[config.mk]
export PLATFORM = sky130hd
export DESIGN_NAME = prng_lfsr_gen
export DESIGN_NICKNAME = d
export VERILOG_FILES = /design/src/rtl/prng_pkg.sv /design/src/rtl/lfsr_step.sv /design/src/rtl/prng_lfsr_gen.sv
export SDC_FILE = /design/constraint.sdc
export NUM_CORES = 1
export LEC_CHECK = 0
export BUFFER_PORTS_ARGS = -buffer_cell sky130_fd_sc_hd__buf_2
export CAP_MARGIN = 0
export CORE_ASPECT_RATIO = 1.75
export CORE_MARGIN = 2
export CORE_UTILIZATION = 56
export CTS_BUF_LIST = sky130_fd_sc_hd__clkbuf_4
export DETAILED_ROUTE_END_ITERATION = 16
export PLACE_DENSITY_LB_ADDON = 0.2
export SLEW_MARGIN = 10
export SYNTH_ARGS = -nofsm -noshare
export SYNTH_HDL_FRONTEND = slang
export SYNTH_HIERARCHICAL = 1
export SYNTH_SLANG_ARGS = --single-unit
[constraint.sdc]
create_clock -name clk_50m -period 1.7 [get_ports clk_50m]
set_clock_uncertainty 0.05 [all_clocks]
set_input_delay 0.17 -clock clk_50m [delete_from_list [all_inputs] [get_ports clk_50m]]
set_output_delay 0.17 -clock clk_50m [all_outputs]
set_load 0.1 [all_outputs]
[src/rtl/prng_pkg.sv]
// Shared types and default constants for the Galois LFSR random-word generator.
package prng_pkg;

  typedef enum logic [1:0] {
    ST_WARMUP,
    ST_RUN,
    ST_HOLD
  } prng_state_t;

  localparam logic [15:0] DEF_TAP_MASK  = 16'h7070;
  localparam logic [15:0] DEF_SAFE_SEED = 16'h0001;

endpackage

[src/rtl/lfsr_step.sv]
// One combinational Galois LFSR step with XNOR feedback; bit 0 of TAP_MASK is ignored.
module lfsr_step
  import prng_pkg::*;
#(
  parameter int unsigned           WIDTH    = 16,
  parameter logic [WIDTH-1:0]      TAP_MASK = WIDTH'(DEF_TAP_MASK)
) (
  input  logic [WIDTH-1:0] s,
  output logic [WIDTH-1:0] n
);

  always_comb begin
    n    = '0;
    n[0] = s[WIDTH-1];
    for (int unsigned i = 1; i < WIDTH; i++) begin
      n[i] = TAP_MASK[i] ? ~(s[i-1] ^ s[WIDTH-1]) : s[i-1];
    end
  end

endmodule

[src/rtl/prng_lfsr_gen.sv]
// Configurable LFSR generator: warm-up, STEPS-shift decimation, valid/ready output.
// Optional all-ones recovery is built when PRNG_LOCKUP_RECOVER_EN is defined.
module prng_lfsr_gen
  import prng_pkg::*;
#(
  parameter int unsigned      WIDTH     = 16,
  parameter logic [WIDTH-1:0] TAP_MASK  = WIDTH'(DEF_TAP_MASK),
  parameter int unsigned      OUT_W     = 16,
  parameter int unsigned      STEPS     = 1,
  parameter int unsigned      WARMUP    = 0,
  parameter logic [WIDTH-1:0] SAFE_SEED = WIDTH'(DEF_SAFE_SEED)
) (
  input  logic             clk_50m,
  input  logic             rst_n,
  input  logic             en,
  input  logic             load,
  input  logic [WIDTH-1:0] seed,
  input  logic             rand_ready,
  output logic             rand_valid,
  output logic [OUT_W-1:0] rand_num,
  output logic             lockup,
  output logic             busy
);

  localparam int unsigned CNT_MAX = (STEPS > WARMUP) ? STEPS : WARMUP;
  localparam int unsigned CNT_W   = $clog2(CNT_MAX + 1);
  localparam logic [CNT_W-1:0] STEPS_LAST = CNT_W'(STEPS - 1);
  localparam logic [CNT_W-1:0] WARM_LAST  = CNT_W'((WARMUP > 0) ? WARMUP - 1 : 0);
  localparam prng_state_t      LOAD_NEXT  = (WARMUP > 0) ? ST_WARMUP : ST_RUN;

  logic [WIDTH-1:0] lfsr_q;
  logic [WIDTH-1:0] lfsr_n;
  logic [CNT_W-1:0] cnt_q;
  prng_state_t      fsm_q;

  lfsr_step #(
    .WIDTH    (WIDTH),
    .TAP_MASK (TAP_MASK)
  ) u_step (
    .s (lfsr_q),
    .n (lfsr_n)
  );

`ifndef PRNG_LOCKUP_RECOVER_EN
  assign lockup = 1'b0;
`endif

  always_ff @(posedge clk_50m or negedge rst_n) begin
    if (!rst_n) begin
      lfsr_q     <= '0;
      cnt_q      <= '0;
      fsm_q      <= ST_RUN;
      rand_num   <= '0;
      rand_valid <= 1'b0;
      busy       <= 1'b0;
`ifdef PRNG_LOCKUP_RECOVER_EN
      lockup     <= 1'b0;
`endif
    end else if (load) begin
      lfsr_q     <= seed;
      cnt_q      <= '0;
      rand_valid <= 1'b0;
      fsm_q      <= LOAD_NEXT;
      busy       <= (WARMUP > 0);
`ifdef PRNG_LOCKUP_RECOVER_EN
      lockup     <= 1'b0;
    end else if (&lfsr_q) begin
      // Substitution replaces this cycle's shift; counter and FSM stay put.
      lfsr_q <= SAFE_SEED;
      lockup <= 1'b1;
`endif
    end else begin
      case (fsm_q)
        ST_WARMUP: if (en) begin
          lfsr_q <= lfsr_n;
          if (cnt_q == WARM_LAST) begin
            cnt_q <= '0;
            fsm_q <= ST_RUN;
            busy  <= 1'b0;
          end else begin
            cnt_q <= cnt_q + CNT_W'(1);
          end
        end
        ST_RUN: if (en) begin
          lfsr_q <= lfsr_n;
          if (cnt_q == STEPS_LAST) begin
            cnt_q      <= '0;
            rand_num   <= lfsr_n[OUT_W-1:0];
            rand_valid <= 1'b1;
            fsm_q      <= ST_HOLD;
          end else begin
            cnt_q <= cnt_q + CNT_W'(1);
          end
        end
        ST_HOLD: if (rand_ready) begin
          rand_valid <= 1'b0;
          fsm_q      <= ST_RUN;
        end
        default: fsm_q <= ST_RUN;
      endcase
    end
  end

endmodule
==> After elaboration in Yosys (flattened, before gate mapping) <==
Index checks and enable logic that the tools add are counted.
{ "word_totals": {"register_bits": 37, "output_inout_bits": 19, "word_cells": 63} }
{ "classes": {"addsub": 1, "eq_ne": 8, "mux": 23, "n_bitwise": 14, "n_reduce_logical": 11} }
{ "op_table": {"columns": ["op", "n"], "rows": [
  ["16-bit two-way mux", 3],
  ["3-bit inequality test (second input constant)", 5],
  ["1-bit two-way mux", 12],
  ["2-bit two-way mux", 6],
  ["1-bit inverter", 8],
  ["4-bit AND reduction", 2],
  ["2-bit one-hot mux with 3 select lines", 1],
  ["2-bit nonzero test", 3],
  ["1-bit XOR", 6],
  ["5-bit AND reduction", 1],
  ["3-bit AND reduction", 1],
  ["3-bit nonzero test", 1],
  ["2-bit by 1-bit equality test with 1-bit output (second input constant)", 1],
  ["2-bit equality test (second input constant)", 1],
  ["2-bit logical NOT", 1],
  ["2-bit inequality test (second input constant)", 1],
  ["1-bit one-hot mux with 2 select lines", 1],
  ["2-bit AND reduction", 1],
  ["2-bit OR reduction", 1],
  ["1-bit adder (second input constant)", 1]
]} }

==> Depth between registers and ports, before layout <==
Gate-level depths: netlist of the first run.
{ "depth": {"word_depth": 5, "depth_mapped": 4, "mapped_depth_nobuf": 3} }

==> By module <==
The synthesis of the first run kept the hierarchy.
{ "modules_own_cells": {"columns": ["mod", "n_inst", "cells_per_inst", "area_each_um2", "seq_area_each_um2"], "rows": [
  ["prng_lfsr_gen", 1, 142, 1709.1, 877.1],
  ["lfsr_step", 1, 17, 138.9, 0.0]
]} }

==> Worst setup path before layout of the first run <==
Ideal clock, no wire load.
{ "synth_timing": {"kind": "flip-flop to flip-flop", "startpoint": "register rand_valid (netlist name)", "endpoint": "register rand_valid", "setup_ps": 125, "arrival_ps": 1358, "t_required_ps": 1525, "setup_slack_ps": 167, "path_stages_with_launch": 3, "path_buffers": 0, "path_cell_list": "dfrtp_1 inv_1 a2111oi_0"} }
{ "synth_rtl": {"columns": ["item", "line", "source"], "rows": [
  ["end signal: assignment", "prng_lfsr_gen.sv:54", "rand_valid <= 1'b0;"],
  ["end signal: assignment", "prng_lfsr_gen.sv:62", "rand_valid <= 1'b0;"],
  ["end signal: assignment", "prng_lfsr_gen.sv:89", "rand_valid <= 1'b1;"],
  ["end: declaration", "prng_lfsr_gen.sv:19", "output logic rand_valid,"]
]} }

==> Final worst setup path of the first run <==
{ "layout_timing": {"startpoint": "register fsm_q[0]", "endpoint": "register rand_num[4]"} }
{ "layout_between": {"elab_chain_cells": 2} }
{ "layout_lines": {"columns": ["item", "line", "source"], "rows": [
  ["start: declaration", "prng_lfsr_gen.sv:34", "prng_state_t fsm_q;"],
  ["start signal: assignment", "prng_lfsr_gen.sv:52", "fsm_q <= ST_RUN;"],
  ["start signal: assignment", "prng_lfsr_gen.sv:63", "fsm_q <= LOAD_NEXT;"],
  ["start signal: assignment", "prng_lfsr_gen.sv:78", "fsm_q <= ST_RUN;"],
  ["2-bit by 1-bit equality test with 1-bit output", "prng_lfsr_gen.sv:73", "case (fsm_q)"],
  ["4-bit AND reduction (no line)", null, null],
  ["end signal: assignment", "prng_lfsr_gen.sv:88", "rand_num <= lfsr_n[OUT_W-1:0];"],
  ["end: declaration", "prng_lfsr_gen.sv:20", "output logic [OUT_W-1:0] rand_num,"]
]} }
No other way between the ends.
A chain may end at the register's enable or synchronous reset.

==> impl_metrics.env, run 1 <==
export IMPL_die_area_sq_um=3790
export IMPL_setup_worst_path_end_class="flop"
export IMPL_synth_cells=159
export IMPL_cts_resized=0
export IMPL_io_buffers=37
export IMPL_p_per_area_nw_per_um2=1630
export IMPL_grt_pass1_wl_um=5660
export IMPL_vdd_ir_drop_max_uv=1180
export IMPL_htree_levels=2
export IMPL_pwr_share_comb_pct=49.8
export IMPL_drtPass1Iterations=4
export IMPL_fin_nets=212
export IMPL_cp_data_arrival_time_ns=1.70
export IMPL_netSwitchingFraction_pct=49.8
export IMPL_placed_cells=226
export IMPL_drc=0
export IMPL_ant_nets=0
export IMPL_hold_viol=0
export IMPL_finish_utilization_pct=67.0
export IMPL_synth_distinct_cells=25
export IMPL_syn_area_per_cell_sq_um=11.6
export IMPL_crit_fanout=10
export IMPL_placed_area_sq_um=2020
export IMPL_status="complete, no violations"
export IMPL_grt_setup_unrepaired="false"
export IMPL_post_route_period_util_pct=89.5
export IMPL_grt_ovfl_total=0
export IMPL_clockPowerShare_pct=16.7
export IMPL_min_period_ns=1.52
export IMPL_cap_violations=0
export IMPL_avgRoutedWirePerCell_um=14.6
export IMPL_grt_pass1_vias=1255
export IMPL_vias_per_cell=5.38
export IMPL_setup_tns_ns=0
export IMPL_pin_count=40
export IMPL_ys_warn_count=6
export IMPL_switching_power_mw=1.70
export IMPL_whs_ns=0.0132
export IMPL_gp_congestion=0.770
export IMPL_cts_path_max_buffers=2
export IMPL_drtIter0Drc=26
export IMPL_p_leak_nw=1.01
export IMPL_dp_hpwl_um=2500
export IMPL_post_cts_buffers=0
export IMPL_cts_sinks=35
export IMPL_initial_core_util_pct=58.8
export IMPL_final_max_slew_viol_count=0
export IMPL_die_y_um=80.0
export IMPL_areaGrowthSynthToFinish_pct=13.9
export IMPL_drive_above_1_share_pct=38.0
export IMPL_pwr_share_seq_pct=33.5
export IMPL_vias=1265
export IMPL_path_clk_slew_ns=0.10
export IMPL_track_usage_pct=20.5
export IMPL_n_antenna_cell=0
export IMPL_power_mw=3.42
export IMPL_cts_tree="built"
export IMPL_grt_max_degree=36
export IMPL_synth_seq_area_share_pct=47.5
export IMPL_layout_setup_ws_ns=0.178
export IMPL_hold_class="in2reg"
export IMPL_synth_seq_cells=35
export IMPL_dieWidth_um=47.4
export IMPL_netlist_area_sq_um=1850
export IMPL_core_sq_um=3140
export IMPL_finalInstanceArea_sq_um=2100
export IMPL_intPower_mw=1.72
export IMPL_row_count=27
export IMPL_cp_required_ns=1.88
export IMPL_cts_root_buf="clkbuf_4"
export IMPL_setup_violations=0
export IMPL_fmax_mhz=657
export IMPL_worst_setup_path_type="reg2reg"
export IMPL_dp_slack_ns=0.189
export IMPL_stdcell_count=235
export IMPL_numCtsBuffers=5
export IMPL_start_kind="flop"
export IMPL_clk_insertion_delay_late_ns=0.33
export IMPL_wl_um=3420
export IMPL_antenna_found_initial=0
[worst paths after layout]
| path | cells after the start | slack (ns) | to | from |
|---|---|---|---|---|
| min reg2reg | 1 | 0.46 | rand_num[12] | rand_num[12] |
| max reg2reg | 3 | 0.18 | rand_num[4] | fsm_q[0] |
| min | 3 | 0.01 | lfsr_q[0] | seed[0] |
| min in group asynchronous | 3 | 0.27 | rand_num[5] | rst_n |
| max in group asynchronous | 3 | 1.09 | fsm_q[0] | rst_n |
| max | 3 | 0.18 | rand_num[4] | fsm_q[0] |
[state kept, by name, indices dropped and copies added (netlist names)]
name / cells
fsm_q: 2
lfsr_q: 16
rand_num: 16
rand_valid: 1
[cells in the final DEF, fill, tap and decap left out, drive strengths merged, types with 2 or more instances in the layout]
cell | synthesis | final
a21oi | 2 | 2
clkbuf | 5 | 5
xnor2 | 7 | 7
nand4bb | 6 | 6
dfrtp | 34 | 34
buf | 20 | 48
nand2 | 16 | 16
inv | 17 | 17
mux2 | 16 | 16
conb | 1 | 2
clkinv | 0 | 2
o311ai | 16 | 16
or4bb | 10 | 10
[cell usage after synthesis]
master	n	area (sq um)
mux2_4	10	150
a2bb2oi_1	1	8.76
a2111oi_0	1	8.76
buf_4	12	90.1
o311ai_1	11	96.3
nand4bb_1	6	67.6
nand3b_1	1	7.51
o311ai_0	5	43.8
and2b_1	1	7.51
conb_1	1	3.75
or3b_2	1	8.76
nor2_1	1	3.75
buf_2	5	25.0
dfstp_2	1	26.3
nand2_1	16	60.1
mux2_2	6	67.6
clkbuf_1	5	18.8
dfrtp_1	34	851
xnor2_1	7	61.3
a21oi_1	2	10.0
or4bb_1	10	113
and3b_1	1	8.76
buf_6	3	33.8
inv_1	17	63.8
and4bb_1	1	12.5
[routing by layer]
| metal | part of all wire, % | track usage, % | wire length, um | vias up |
|---|---|---|---|---|
| met1 | 43 | 25.9 | 1470 | 614 |
| met4 | 1.8 | 6.94 | 61 | 0 |
| met2 | 52 | 33.0 | 1760 | 34 |
| li1 | - | - | - | 610 |
| met5 | 0 | 0 | 0 | - |
| met3 | 3.8 | 4.75 | 129 | 7 |
[critical path, stage by stage (launching register included)]
cell,delay [ns]
dfstp_2,0.59
and4bb_1,0.23
buf_4,0.23
mux2_4,0.32
[power by group through the flow]
stage,Sequential (mW),Combinational [mW],Clock (mW)
final,1.15,1.70,0.573
after global routing,1.18,1.77,0.639
after CTS,1.15,1.71,0.597
after detailed placement,1.17,1.71,0
after global placement,1.16,1.69,0
after floorplan,2.19,0.445,0
[final cells by class]
class,instances,area (sq um)
tap,43,53.8
multi-input combinational,83,743
inverter,17,63.8
timing repair buffer,49,290
fill,268,1040
clock buffer,5,37.5
sequential,35,877
clock inverter,3,38.8
[cell families (layout without fill, tap and decap cells)]
| kind of cell | after synthesis | after routing | share of synthesized area [%] |
|---|---|---|---|
| buffers and inverters | 42 | 74 | 12.5 |
| AND/OR/NAND/NOR | 38 | 38 | 15.6 |
| flip-flops | 35 | 35 | 47.5 |
| AO/OA/AOI/OAI | 20 | 20 | 9.07 |
| multiplexers | 16 | 16 | 11.8 |
| XOR/XNOR | 7 | 7 | 3.32 |
| other | 1 | 2 | 0.203 |
[what timing repair did]
| action | in CTS | in global routing |
|---|---|---|
| hold buffers | 1 | 0 |
| hold endpoints to repair | 35 | 0 |
| endpoints found under the setup margin | 0 | 0 |
Power figures use the tool's default switching activity.
==> run 2: changes to the inputs <==
--- a/config.mk
+++ b/config.mk
@@ -9,7 +9,7 @@
 export CAP_MARGIN = 0
 export CORE_ASPECT_RATIO = 1.75
 export CORE_MARGIN = 2
-export CORE_UTILIZATION = 56
+export CORE_UTILIZATION = 50
 export CTS_BUF_LIST = sky130_fd_sc_hd__clkbuf_4
 export DETAILED_ROUTE_END_ITERATION = 16
 export PLACE_DENSITY_LB_ADDON = 0.2
==> constraint.sdc (replaced) <==
create_clock -name clk_50m -period 1.3 [get_ports clk_50m]
set_clock_uncertainty 0.05 [all_clocks]
set_input_delay 0.13 -clock clk_50m [delete_from_list [all_inputs] [get_ports clk_50m]]
set_output_delay 0.13 -clock clk_50m [all_outputs]
set_load 0.1 [all_outputs]
==> run 2 against run 1 <==
Compared with the run above:
- the run now ends with negative setup slack left
- non-clock buffer count is 25 higher
- sequential share of layout area is 9.3 points lower
- maximum frequency is 5.6% higher
- critical path depth stayed put
- clock-buffer cell count is 2 higher
- clock power is 5.2% higher
- total power is 42% higher
- sequential power is 34% higher
- highest routed layer unchanged
- worst hold slack better by 0.012 ns
- die area is 11% higher
- critical path type unchanged
- final area is 29% higher
==> impl_metrics.env, run 2 (synthesis gave the netlist of run 1 again) <==
export IMPL_status="complete, but fails checks"
export IMPL_violations="negative setup slack"
export IMPL_intPower_mw=2.45
export IMPL_holdPathStages=3
export IMPL_pwr_share_seq_pct=31.7
export IMPL_start_kind="flop"
export IMPL_regToRegSetupSlack_ns=-0.14
export IMPL_antenna_found_initial=0
export IMPL_clockPowerShare_pct=12.4
export IMPL_pin_count=40
export IMPL_hold_class="in2reg"
export IMPL_row_count=29
export IMPL_setup_violations=24
export IMPL_cap_violations=0
export IMPL_grt_pass1_wl_um=6750
export IMPL_die_y_um=84.4
export IMPL_initial_core_util_pct=51.4
export IMPL_layout_setup_ws_ns=-0.141
export IMPL_grt_ovfl_total=0
export IMPL_path_clk_slew_ns=0.10
export IMPL_clk_insertion_delay_late_ns=0.33
export IMPL_core_sq_um=3590
export IMPL_track_usage_pct=20.8
export IMPL_drive_above_1_share_pct=51.6
export IMPL_wl_um=4360
export IMPL_cts_sinks=35
export IMPL_ant_nets=0
export IMPL_layout_cells_most_common="dfrtp_1"
export IMPL_pwr_share_comb_pct=55.9
export IMPL_cts_path_max_buffers=2
export IMPL_hold_viol=0
export IMPL_post_route_period_util_pct=111
export IMPL_p_leak_nw=1.25
export IMPL_dp_hpwl_um=2640
export IMPL_setup_worst_path_end_class="flop"
export IMPL_multi_input_area_sq_um=1050
export IMPL_n_antenna_cell=0
export IMPL_r2r_cells=3
export IMPL_setup_tns_ns=-2.26
export IMPL_drtPass1Iterations=4
export IMPL_die_area_sq_um=4220
export IMPL_drtIter0Drc=39
export IMPL_switching_power_mw=2.40
export IMPL_fmax_mhz=694
export IMPL_finish_utilization_pct=75.5
export IMPL_grt_pass1_vias=1471
export IMPL_vdd_ir_drop_max_uv=1410
export IMPL_io_buffers=37
export IMPL_final_max_slew_viol_count=0
export IMPL_top_regs="lfsr_q: 16 flops, rand_num: 16 flops, fsm_q: 2 flops"
export IMPL_dp_slack_ns=-0.139
export IMPL_crit_fanout=4
export IMPL_avgRoutedWirePerCell_um=16.6
export IMPL_cts_root_buf="clkbuf_4"
export IMPL_seq_area_sq_um=880
export IMPL_gp_congestion=0.728
export IMPL_drc=0
export IMPL_final_cell_mix="dfrtp_1 (32), buf_4 (28), buf_2 (21)"
export IMPL_vias=1391
export IMPL_worst_setup_path_type="reg2reg"
export IMPL_cts_tree="built"
export IMPL_netSwitchingFraction_pct=49.4
export IMPL_grt_max_degree=23
export IMPL_fin_nets=237
export IMPL_cp_required_ns=1.48
export IMPL_htree_levels=2
export IMPL_grt_setup_unrepaired="true"
export IMPL_numCtsBuffers=5
export IMPL_p_per_area_nw_per_um2=1790
export IMPL_fillers=237
export IMPL_areaGrowthSynthToFinish_pct=46.9
export IMPL_vias_per_cell=5.29
export IMPL_dieWidth_um=50.0
export IMPL_min_period_ns=1.44
export IMPL_cp_data_arrival_time_ns=1.62
run 2: through the flow:
step	hold slack, ns	power, mW	instance area (sq um)	std cells
global route	0.0119	5.04	2710	263
finish	0.0255	4.85	2710	263
CTS	0.0240	4.66	2450	261
detailed placement	0.00799	3.81	2100	234
global placement	0.00136	3.77	2100	234
floorplan	-0.216	3.45	1860	160
run 2: routing by layer:
layer	global-route usage [%]	up-vias	wire [um]
met5	0	-	0
met1	25.1	690	1760
met2	35.2	36	2390
li1	-	659	-
met3	5.52	6	159
met4	7.32	0	50
run 2: power by group through the flow:
| stage | clock [mW] | sequential, mW | combinational [mW] |
|---|---|---|---|
| floorplan | 0 | 2.86 | 0.590 |
| global placement | 0 | 1.51 | 2.26 |
| detailed placement | 0 | 1.53 | 2.29 |
| CTS | 0.631 | 1.52 | 2.50 |
| global route | 0.666 | 1.58 | 2.79 |
| finish | 0.603 | 1.54 | 2.71 |
run 2: repair_timing:
action | in CTS | in global routing
buffers inserted | 2 | 3
endpoints found under the setup margin | 41 | 35
resized for setup | 33 | 37
hold endpoints to repair | 51 | 0
hold buffers | 17 | 0
pin swaps | 2 | 3
gates cloned | 0 | 1
run 2: final timing paths:
| path | startpoint | endpoint |
|---|---|---|
| setup reg to reg | fsm_q[0] | rand_num[6] |
| setup / recovery | fsm_q[0] | rand_num[6] |
| min in group asynchronous | rst_n | rand_num[7] |
| max in group asynchronous | rst_n | lfsr_q[15] |
| hold / removal | rand_ready | fsm_q[1] |
| hold reg to reg | rand_num[3] | rand_num[3] |
run 2: critical path: stages, from the launching register on:
cell	delay, ns
dfstp_2	0.54
and4bb_2	0.28
buf_4	0.17
mux2_4	0.30
run 2: layout make-up:
cell class                      count  area share [%]
Sequential cell                    35            32.4
Clock buffer                        7            1.94
Tap cell                           46            2.12
Multi-Input combinational cell     83            38.8
Inverter                           17            2.35
Clock inverter                      1           0.184
Timing Repair Buffer               74            22.2
